File: src/rtl/vga_timing_pkg.sv
// 640x480 VGA timing constants shared by the timing generator and the sync receiver,
// plus the receiver's lock-state encoding.
package vga_timing_pkg;
    localparam int H_TOTAL     = 800;
    localparam int H_PULSE     = 96;
    localparam int H_BP        = 48;
    localparam int H_ACTIVE    = 640;
    localparam int V_TOTAL     = 521;
    localparam int V_PULSE     = 2;
    localparam int V_BP        = 29;
    localparam int V_ACTIVE    = 480;
    localparam int H_TOL       = 2;
    localparam int LOCK_FRAMES = 2;

    localparam int                CNT_W   = 10;
    localparam logic [CNT_W-1:0] CNT_MAX = '1;

    typedef enum logic [1:0] {
        SEARCH  = 2'd0,
        ACQUIRE = 2'd1,
        LOCKED  = 2'd2
    } rx_state_t;
endpackage

File: src/rtl/sync_edge_detect.sv
// Two-flop synchronizer for an asynchronous active-low sync pin, with rise/fall pulses
// decoded from the synchronized value. Flops reset to the idle (high) level.
module sync_edge_detect (
    input  logic clk_25,
    input  logic reset_n,
    input  logic sig_in,
    output logic rise,
    output logic fall
);
    logic meta, sync, prev;

    always_ff @(posedge clk_25) begin
        if (!reset_n) begin
            meta <= 1'b1;
            sync <= 1'b1;
            prev <= 1'b1;
        end else begin
            meta <= sig_in;
            sync <= meta;
            prev <= sync;
        end
    end

    assign rise = sync & ~prev;
    assign fall = ~sync & prev;
endmodule

File: src/rtl/vga_sync_receiver.sv
// Recovers pixel position and data-enable from incoming h_sync/v_sync, measures line and
// frame timing against nominal and reports lock.
//   state   | meaning
//   SEARCH  | no frame reference yet, waiting for a v_sync fall
//   ACQUIRE | counting consecutive good frames toward lock
//   LOCKED  | timing verified, de/x/y valid
module vga_sync_receiver
    import vga_timing_pkg::*;
#(
    parameter int CFG_H_TOTAL     = H_TOTAL,
    parameter int CFG_H_PULSE     = H_PULSE,
    parameter int CFG_H_BP        = H_BP,
    parameter int CFG_H_ACTIVE    = H_ACTIVE,
    parameter int CFG_V_TOTAL     = V_TOTAL,
    parameter int CFG_V_PULSE     = V_PULSE,
    parameter int CFG_V_BP        = V_BP,
    parameter int CFG_V_ACTIVE    = V_ACTIVE,
    parameter int CFG_H_TOL       = H_TOL,
    parameter int CFG_LOCK_FRAMES = LOCK_FRAMES
) (
    input  logic             clk_25,
    input  logic             reset_n,
    input  logic             h_sync_in,
    input  logic             v_sync_in,
    output logic             locked,
    output logic             de,
    output logic [CNT_W-1:0] x,
    output logic [CNT_W-1:0] y,
    output logic [CNT_W-1:0] h_meas,
    output logic [CNT_W-1:0] v_meas,
    output logic [7:0]       err_cnt
);
    localparam logic [CNT_W:0]   H_LEN_MIN = (CNT_W+1)'(CFG_H_TOTAL - CFG_H_TOL);
    localparam logic [CNT_W:0]   H_LEN_MAX = (CNT_W+1)'(CFG_H_TOTAL + CFG_H_TOL);
    localparam logic [CNT_W:0]   HP_MIN    = (CNT_W+1)'(CFG_H_PULSE - CFG_H_TOL);
    localparam logic [CNT_W:0]   HP_MAX    = (CNT_W+1)'(CFG_H_PULSE + CFG_H_TOL);
    localparam logic [CNT_W:0]   V_LEN_NOM = (CNT_W+1)'(CFG_V_TOTAL);
    localparam logic [CNT_W:0]   VP_NOM    = (CNT_W+1)'(CFG_V_PULSE);
    localparam logic [CNT_W:0]   ONE_L     = (CNT_W+1)'(1);
    localparam logic [CNT_W-1:0] ONE      = CNT_W'(1);
    localparam logic [CNT_W-1:0] H_START  = CNT_W'(CFG_H_PULSE + CFG_H_BP);
    localparam logic [CNT_W-1:0] H_END    = CNT_W'(CFG_H_PULSE + CFG_H_BP + CFG_H_ACTIVE);
    localparam logic [CNT_W-1:0] V_START  = CNT_W'(CFG_V_PULSE + CFG_V_BP);
    localparam logic [CNT_W-1:0] V_END    = CNT_W'(CFG_V_PULSE + CFG_V_BP + CFG_V_ACTIVE);
    localparam logic [3:0]       LOCK_N   = 4'(CFG_LOCK_FRAMES);

    logic hs_rise, hs_fall, vs_rise, vs_fall;

    sync_edge_detect u_hs (.clk_25(clk_25), .reset_n(reset_n), .sig_in(h_sync_in),
                           .rise(hs_rise), .fall(hs_fall));
    sync_edge_detect u_vs (.clk_25(clk_25), .reset_n(reset_n), .sig_in(v_sync_in),
                           .rise(vs_rise), .fall(vs_fall));

    logic [CNT_W-1:0] h_cnt, v_cnt;
    logic [CNT_W:0]   h_len, v_len;
    logic             h_sat, h_pulse_ok, v_pulse_ok, frame_bad;
    logic             line_ok, line_bad, frame_ok;
    rx_state_t        state, state_nx;
    logic [3:0]       good, good_nx;
    logic [7:0]       err_nx;
    logic             leave_lock;

    // Lengths are one wider than the counters so a saturated count never aliases to a pass.
    assign h_len    = {1'b0, h_cnt} + ONE_L;
    assign v_len    = {1'b0, v_cnt} + ONE_L;
    assign h_sat    = (h_cnt == CNT_MAX);
    assign line_ok  = (h_len >= H_LEN_MIN) && (h_len <= H_LEN_MAX) && h_pulse_ok;
    assign line_bad = hs_fall && !line_ok;
    assign frame_ok = !frame_bad && !line_bad && (v_len == V_LEN_NOM) && v_pulse_ok;

    always_ff @(posedge clk_25) begin
        if (!reset_n) begin
            h_cnt      <= '0;
            v_cnt      <= '0;
            h_meas     <= '0;
            v_meas     <= '0;
            h_pulse_ok <= 1'b0;
            v_pulse_ok <= 1'b0;
            frame_bad  <= 1'b0;
        end else begin
            if (hs_fall) begin
                h_cnt      <= '0;
                h_meas     <= h_sat ? CNT_MAX : h_len[CNT_W-1:0];
                h_pulse_ok <= 1'b0;
            end else if (!h_sat) begin
                h_cnt <= h_cnt + ONE;
            end
            if (hs_rise) h_pulse_ok <= (h_len >= HP_MIN) && (h_len <= HP_MAX);

            if (vs_fall) begin
                v_cnt  <= '0;
                v_meas <= (v_cnt == CNT_MAX) ? CNT_MAX : v_len[CNT_W-1:0];
            end else if (hs_fall && v_cnt != CNT_MAX) begin
                v_cnt <= v_cnt + ONE;
            end

            if (vs_rise)      v_pulse_ok <= (v_len == VP_NOM);
            else if (vs_fall) v_pulse_ok <= 1'b0;

            if (vs_fall)       frame_bad <= 1'b0;
            else if (line_bad) frame_bad <= 1'b1;
        end
    end

    always_comb begin
        state_nx   = state;
        good_nx    = good;
        err_nx     = err_cnt;
        leave_lock = 1'b0;
        unique case (state)
            SEARCH: begin
                if (vs_fall) begin
                    state_nx = ACQUIRE;
                    good_nx  = '0;
                end
            end
            ACQUIRE: begin
                if (vs_fall) begin
                    if (!frame_ok) begin
                        good_nx = '0;
                    end else if (good + 4'd1 >= LOCK_N) begin
                        state_nx = LOCKED;
                        good_nx  = '0;
                    end else begin
                        good_nx = good + 4'd1;
                    end
                end
            end
            LOCKED: begin
                if (line_bad || (vs_fall && !frame_ok)) begin
                    state_nx   = ACQUIRE;
                    good_nx    = '0;
                    leave_lock = 1'b1;
                end
            end
            default: begin
                state_nx = SEARCH;
                good_nx  = '0;
            end
        endcase
        // A line counter pinned at full scale means h_sync has gone away entirely.
        if (h_sat) begin
            state_nx   = SEARCH;
            good_nx    = '0;
            leave_lock = (state == LOCKED);
        end
        if (leave_lock && err_cnt != 8'hFF) err_nx = err_cnt + 8'd1;
    end

    always_ff @(posedge clk_25) begin
        if (!reset_n) begin
            state   <= SEARCH;
            good    <= '0;
            err_cnt <= '0;
            locked  <= 1'b0;
        end else begin
            state   <= state_nx;
            good    <= good_nx;
            err_cnt <= err_nx;
            locked  <= (state_nx == LOCKED);
        end
    end

    always_ff @(posedge clk_25) begin
        if (!reset_n) begin
            de <= 1'b0;
            x  <= '0;
            y  <= '0;
        end else if (locked && h_cnt >= H_START && h_cnt < H_END
                            && v_cnt >= V_START && v_cnt < V_END) begin
            de <= 1'b1;
            x  <= h_cnt - H_START;
            y  <= v_cnt - V_START;
        end else begin
            de <= 1'b0;
            x  <= '0;
            y  <= '0;
        end
    end
endmodule

File: config.mk
export PLATFORM = sky130hd
export DESIGN_NAME = vga_sync_receiver
export DESIGN_NICKNAME = d
export VERILOG_FILES = /design/src/rtl/vga_timing_pkg.sv /design/src/rtl/sync_edge_detect.sv /design/src/rtl/vga_sync_receiver.sv
export SDC_FILE = /design/constraint.sdc
export NUM_CORES = 1
export LEC_CHECK = 0
export ABC_AREA = 1
export CAP_MARGIN = 20
export CORE_MARGIN = 2
export CORE_UTILIZATION = 54
export DETAILED_ROUTE_END_ITERATION = 12
export HOLD_SLACK_MARGIN = 0.05
export PLACE_DENSITY_LB_ADDON = 0.15
export SYNTH_ARGS = -nofsm -noshare
export SYNTH_HDL_FRONTEND = slang
export SYNTH_SLANG_ARGS = --single-unit
File: constraint.sdc
create_clock -name clk_25 -period 2.9 [get_ports clk_25]
set_clock_uncertainty 0.15 [all_clocks]
set_input_delay 0.58 -clock clk_25 [delete_from_list [all_inputs] [get_ports clk_25]]
set_output_delay 0.58 -clock clk_25 [all_outputs]
set_load 0.005 [all_outputs]
# Word level (Yosys, flattened, before mapping)

Index checks and enable logic that the tools add are counted.
W data, S select, Z words.

Flip-flop bits (word level): 85
Logic and storage cells: 108

Add/sub/neg operators: 8
$lt $le $gt $ge: 9
Eq/ne operators: 12
Muxes and demuxes: 23
Bitwise operators: 9
Reduce and logical (&&, ||, !) cells: 27

Operators by type and width:

| kind                    | number |
|---|---|
| $add A10 B1 Y11 const B | 2 |
| $add A10 B1 Y10 const B | 2 |
| $eq A10 B10 Y1 const B  | 2 |
| $mux W10                | 2 |
| $mux W4                 | 5 |
| $logic_and A1 B1 Y1     | 14 |
| $mux W2                 | 6 |
| $pmux W4 S3             | 1 |
| $eq A11 B10 Y1 const B  | 1 |
| $eq A11 B2 Y1 const B   | 1 |
| $ge A11 B10 Y1 const B  | 1 |
| $ge A11 B7 Y1 const B   | 1 |
| $le A11 B10 Y1 const B  | 1 |
| $le A11 B7 Y1 const B   | 1 |
| $ge A10 B5 Y1 const B   | 1 |
| $ge A10 B8 Y1 const B   | 1 |
| $lt A10 B10 Y1 const B  | 1 |
| $lt A10 B9 Y1 const B   | 1 |
| $ne A10 B10 Y1 const B  | 1 |
| $sub A10 B5 Y10 const B | 1 |
| $sub A10 B8 Y10 const B | 1 |
| $add A8 B1 Y8 const B   | 1 |
| $mux W1                 | 8 |
| $ne A8 B8 Y1 const B    | 1 |
| other kinds (15)        | 31 |

# Logic depth before layout (Yosys ltp)

Depth after elaboration: 17
Mapped depth: 15
Gate-level depth less buffers: 15

# Cells and area by module

From an unflattened synthesis, not the netlist that was laid out.

Cell total of the unflattened synthesis: 509
Area total of the unflattened synthesis: 3777.4 µm²

By module, submodules not included:

| module            | times used | cells an instance | area each (µm²) | seq. area each (µm²) |
|---|---|---|---|---|
| vga_sync_receiver | 1          | 485               | 3589.7          | 1581.5 |
| sync_edge_detect  | 2          | 12                | 93.8            | 60.1 |

# Worst setup path before layout

No wires, ideal clock.

Path kind: register -> register
Start point: register h_cnt[0]
End point: register err_cnt[0]
Data arrival time: 1879 ps
Required time: 2613 ps
Slack: 734 ps
Stages on the path, launching flop included: 15
Path buffers: 0
Cell sequence: dfxtp_1 > ha_1 > nand2_2 > nor2_4 > nand3b_2 > nand3_1 > nor2_1 > nand2_1 > o21bai_2 > nand2_1 > nand2_2 > nand2_4 > nand2_8 > nand2_2 > a21oi_2

Word-level cells in the longest chain between the ends: 17

Ends and longest elaborated chain:

| what                                             | RTL line                 | RTL |
|---|---|---|
| start, declared                                  | vga_sync_receiver.sv:54  | `logic [CNT_W-1:0] h_cnt, v_cnt;` |
| start signal, assigned                           | vga_sync_receiver.sv:86  | `h_cnt <= h_cnt + ONE;` |
| $add A10 B1 Y11                                  | vga_sync_receiver.sv:64  | `assign h_len = {1'b0, h_cnt} + ONE_L;` |
| $ge A11 B10 Y1 or $le A11 B10 Y1 (tied branches) | vga_sync_receiver.sv:67  | `assign line_ok = (h_len >= H_LEN_MIN) && (h_len <= H_LEN_MAX) && h_pulse_ok;` |
| $logic_and A1 B1 Y1 (2 in series)                | vga_sync_receiver.sv:67  |  |
| $logic_not A1 Y1                                 | vga_sync_receiver.sv:68  | `assign line_bad = hs_fall && !line_ok;` |
| $logic_and A1 B1 Y1                              | vga_sync_receiver.sv:68  |  |
| $logic_not A1 Y1                                 | vga_sync_receiver.sv:69  | `assign frame_ok = !frame_bad && !line_bad && (v_len == V_LEN_NOM) && v_pulse_ok;` |
| $logic_and A1 B1 Y1 (3 in series)                | vga_sync_receiver.sv:69  |  |
| $logic_not A1 Y1                                 | vga_sync_receiver.sv:130 | `if (line_bad \|\| (vs_fall && !frame_ok)) begin` |
| $logic_and A1 B1 Y1                              | vga_sync_receiver.sv:130 |  |
| $logic_or A1 B1 Y1                               | vga_sync_receiver.sv:130 |  |
| $mux W1                                          | vga_sync_receiver.sv:130 |  |
| $mux W1                                          | vga_sync_receiver.sv:110 | `unique case (state)` |
| $mux W1 *                                        | vga_sync_receiver.sv:142 | `if (h_sat) begin` |
| $logic_and A1 B1 Y1 *                            | vga_sync_receiver.sv:147 | `if (leave_lock && err_cnt != 8'hFF) err_nx = err_cnt + 8'd1;` |
| end signal, assigned                             | vga_sync_receiver.sv:159 | `err_cnt <= err_nx;` |
| end, declared                                    | vga_sync_receiver.sv:31  | `output logic [7:0] err_cnt` |

Every way passes the cells marked *; elsewhere a longest branch is shown, timed or not.
A chain may end at the register's enable or synchronous reset.

# Final worst setup path

Start point: register h_cnt[1]
End point: register err_cnt[1]

Word-level cells in the longest chain between the ends: 17

Ends and longest elaborated chain:

| what                                             | RTL line                 | RTL |
|---|---|---|
| $add A10 B1 Y11 *                                | vga_sync_receiver.sv:64  |  |
| named net h_len[1]                               | vga_sync_receiver.sv:55  | `logic [CNT_W:0] h_len, v_len;` |
| $ge A11 B10 Y1 or $le A11 B10 Y1 (tied branches) | vga_sync_receiver.sv:67  |  |
| $logic_and A1 B1 Y1 * (2 in series)              | vga_sync_receiver.sv:67  |  |
| $logic_not A1 Y1 *                               | vga_sync_receiver.sv:68  |  |
| $logic_and A1 B1 Y1 *                            | vga_sync_receiver.sv:68  |  |
| $logic_not A1 Y1                                 | vga_sync_receiver.sv:69  |  |
| $logic_and A1 B1 Y1 (3 in series)                | vga_sync_receiver.sv:69  |  |
| $logic_not A1 Y1                                 | vga_sync_receiver.sv:130 |  |
| $logic_and A1 B1 Y1                              | vga_sync_receiver.sv:130 |  |
| $logic_or A1 B1 Y1 *                             | vga_sync_receiver.sv:130 |  |
| $mux W1 *                                        | vga_sync_receiver.sv:130 |  |
| $mux W1 *                                        | vga_sync_receiver.sv:110 |  |
| $mux W1 *                                        | vga_sync_receiver.sv:142 |  |
| $logic_and A1 B1 Y1 *                            | vga_sync_receiver.sv:147 |  |

Mark *: on every way through the listed nets, which the timed path passes. The rest lies on a longest branch.

==> key figures <==
Global route
  – Grt ovf: 0
  – First-pass GRT wire length: 14,000 um
  – Largest net degree at the start of global routing: 17
  – Total GRT Usage: 22.7%
  – Number of global-route vias before repair: 3,106
  – Antenna violations before repair: 0

Setup path
  – Crit path required time: 3040 ps
  – Crit start category: flop
  – Worst EP arrival: 2580 ps
  – Crit-path cells: inv_1 > ha_1 > a22oi_1 > nand2_1 > nand2_2 > nand2_1 > o21bai_2 > nand2_1 > nand2_2 > nand2_4 > nand2_8 > nand2_2 > a21oi_2
  – Peak fanout along the critical path: 9
  – Crit path largest cell delay: 420 ps
  – Critical-path top delay cell: dfxtp_1
  – Crit end category: flop
  – Worst R2R Path Depth: 13
  – WS Path Type: flop to flop

Drt
  – Vias per std cell: 5.16
  – DR vias: 3,418
  – DRT antenna net count: 0
  – Overall routed net length: 8330 um
  – WL/cell: 12.6 um
  – Initial DRC count: 220
  – Drc violations: 0
  – Drt pass-1 iters: 4

Yosys
  – Post-synthesis compound-gate area fraction: 13.3%
  – Synth cell count leaders: 85 x dfxtp_1, 84 x nand2_1, 67 x inv_1
  – Net count after synthesis: 519
  – Synth Area in Adders: 5.14%
  – Count of different cell masters after synthesis: 39
  – Main flop type after synthesis: dfxtp_1
  – Synthesized area: 3900 um2
  – Most common cell in the netlist: dfxtp_1
  – Multiplexer share of the synthesized area: 0%
  – Sequential area share after synthesis: 43.7%
  – Synth top area cells: dfxtp_1 44%, nand2_1 8.1%, inv_1 6.5%
  – Post-Synth XOR/XNOR Area: 2.92%
  – Mean area per synthesized cell: 7.81 um2
  – Post-synthesis cell count: 499
  – Largest family of logic cells by synthesized area: simple AND/OR/NAND/NOR gates
  – Yosys reg bits: 85
  – Post-Synth Simple-Gate Area: 26.6%
  – Async set-or-reset flop fraction in the synthesized netlist: 0%
  – Top-area cell type share of the netlist area: 43.7%
  – Dominant cell type by area after synthesis: dfxtp_1
  – Post-synth EDFFs: 0
  – Yosys Warn Count: 0

Floorplanning
  – DIE AREA: 7910 um2
  – DIE WIDTH: 88.9 um
  – Number of top-level pins: 54
  – Die Span Y: 88.9 um
  – Initial Util: 56.4%
  – Rows: 30
  – Core Box Area: 6910 um2

Power
  – Worst VDD drop: 0.000277 V
  – Pwr Density: 486 nW/um2
  – Total chip power: 2.32 mW
  – Lkg Pwr: 2.01 nW

Timing
  – Max Slew Vio Count: 0
  – Max-slew headroom: 64.0%
  – Tmin final: 2450 ps
  – Slew @ Worst Pin: 540 ps
  – Unrepaired setup endpoints after global routing: false
  – TNS Setup: 0 ps
  – Setup violators final: 0
  – PnR worst setup slack: 455 ps
  – Endpoints failing hold: 0
  – Fin crit share: 84.3%
  – Peak Freq: 409 MHz

Clock tree
  – CTS Root Cell: clkbuf_8
  – # hold bufs at CTS: 0
  – CTS Buffer Depth: 2
  – Setup Fix Bufs, Post-CTS: 0
  – Sink Count: 85
  – CTS tree: yes
  – CTS resizes: 0
  – Clk_lat worst skew: 350 ps
  – Clk slew on worst S/H paths: 90 ps
  – Total CTS buffers: 9
  – H-tree levels: 3

Placement
  – RePlAce Congestion: 1.01
  – Hpwl dp: 6210 um
  – Setup slack at placement: 482 ps
  – Placed Area: 4550 um2
  – IO buf count: 53

Hold path
  – Hold WC Path Type: flop to flop
  – Hold depth: 1

Run status
  – Status: finished, final reports clean

Layout
  – Ant diodes: 0
  – FILL cells: 606
  – Layout area overhead: 22.7%
  – Share of layout cells above drive strength 1: 12.4%
  – Final Util: 69.2%
  – Layout Nets: 581
  – Final Instance Area: 4780 um2

Run
  – Max cap viols: 0
[sequential cells by signal, summed over array words and instances, names as in the netlist, 4 cells and up]
register / count
err_cnt: 8
good: 4
h_cnt: 10
h_meas: 10
v_cnt: 10
v_meas: 10
x: 10
y: 10
[worst paths after layout]
path,startpoint,endpoint,slack (ps)
max,h_cnt[1],err_cnt[1],450
min reg2reg,u_vs.meta,u_vs.sync,270
max reg2reg,h_cnt[1],err_cnt[1],450
min,u_vs.meta,u_vs.sync,270
[area by class of cell]
class                           instances  area [um2]  area share (%)
Clock buffer                           11         151            3.17
Clock inverter                          5        81.3            1.70
Inverter                               69         259            5.42
Multi-Input combinational cell        334        1870            39.1
Sequential cell                        85        1700            35.6
Tap cell                               96         120            2.51
Timing Repair Buffer                   62         598            12.5
[power by group]
part           total [mW]  switching, mW  internal, mW
logic               0.163         0.0988        0.0640
registers            1.21         0.0199          1.19
clock network       0.952          0.418         0.534
[worst max-delay path: cells and delay by family (launching register included)]
family          cells  cell delay (ps)
flops               1              420
buf+inv             1              130
simple gates        8              790
compound gates      3              570
fa+ha+maj           1              320
[metal layers]
| layer | up-vias | share of wire, % | global-route usage, % |
|---|---|---|---|
| met5 | - | 0 | 0 |
| met4 | 0 | 1.4 | 8.55 |
| met3 | 13 | 4.7 | 3.51 |
| met2 | 93 | 45 | 35.5 |
| met1 | 1580 | 49 | 31.9 |
| li1 | 1732 | - | - |
[per-stage QoR]
stage / cells / hold WS, ps
after detailed placement: 646 / 252
after global placement: 646 / 246
final: 662 / 269
after CTS: 662 / 273
after floorplan: 499 / 243
after global routing: 662 / 289
[cells in the final DEF, fill, tap and decap left out, types with 3 or more instances in the layout]
cell type,n
a211oi_1,3
a21oi_1,30
a21oi_2,8
buf_4,9
clkbuf_8,11
clkdlybuf4s50_1,53
dfxtp_1,85
ha_1,16
inv_1,67
nand2_1,84
nand2_2,16
nand3_1,37
nand3_2,4
nand3b_1,3
nand4_1,6
nor2_1,49
nor2_2,3
nor3_1,6
o21ai_0,32
o221ai_1,4
or2_2,5
xnor2_1,5
xor2_1,8
[kinds of logic after synthesis]
group           after synthesis
simple gates                219
compound gates               86
flops                        85
buf+inv                      80
fa+ha+maj                    16
xor+xnor                     13
Note: power is estimated with default switching activity, not from simulation.
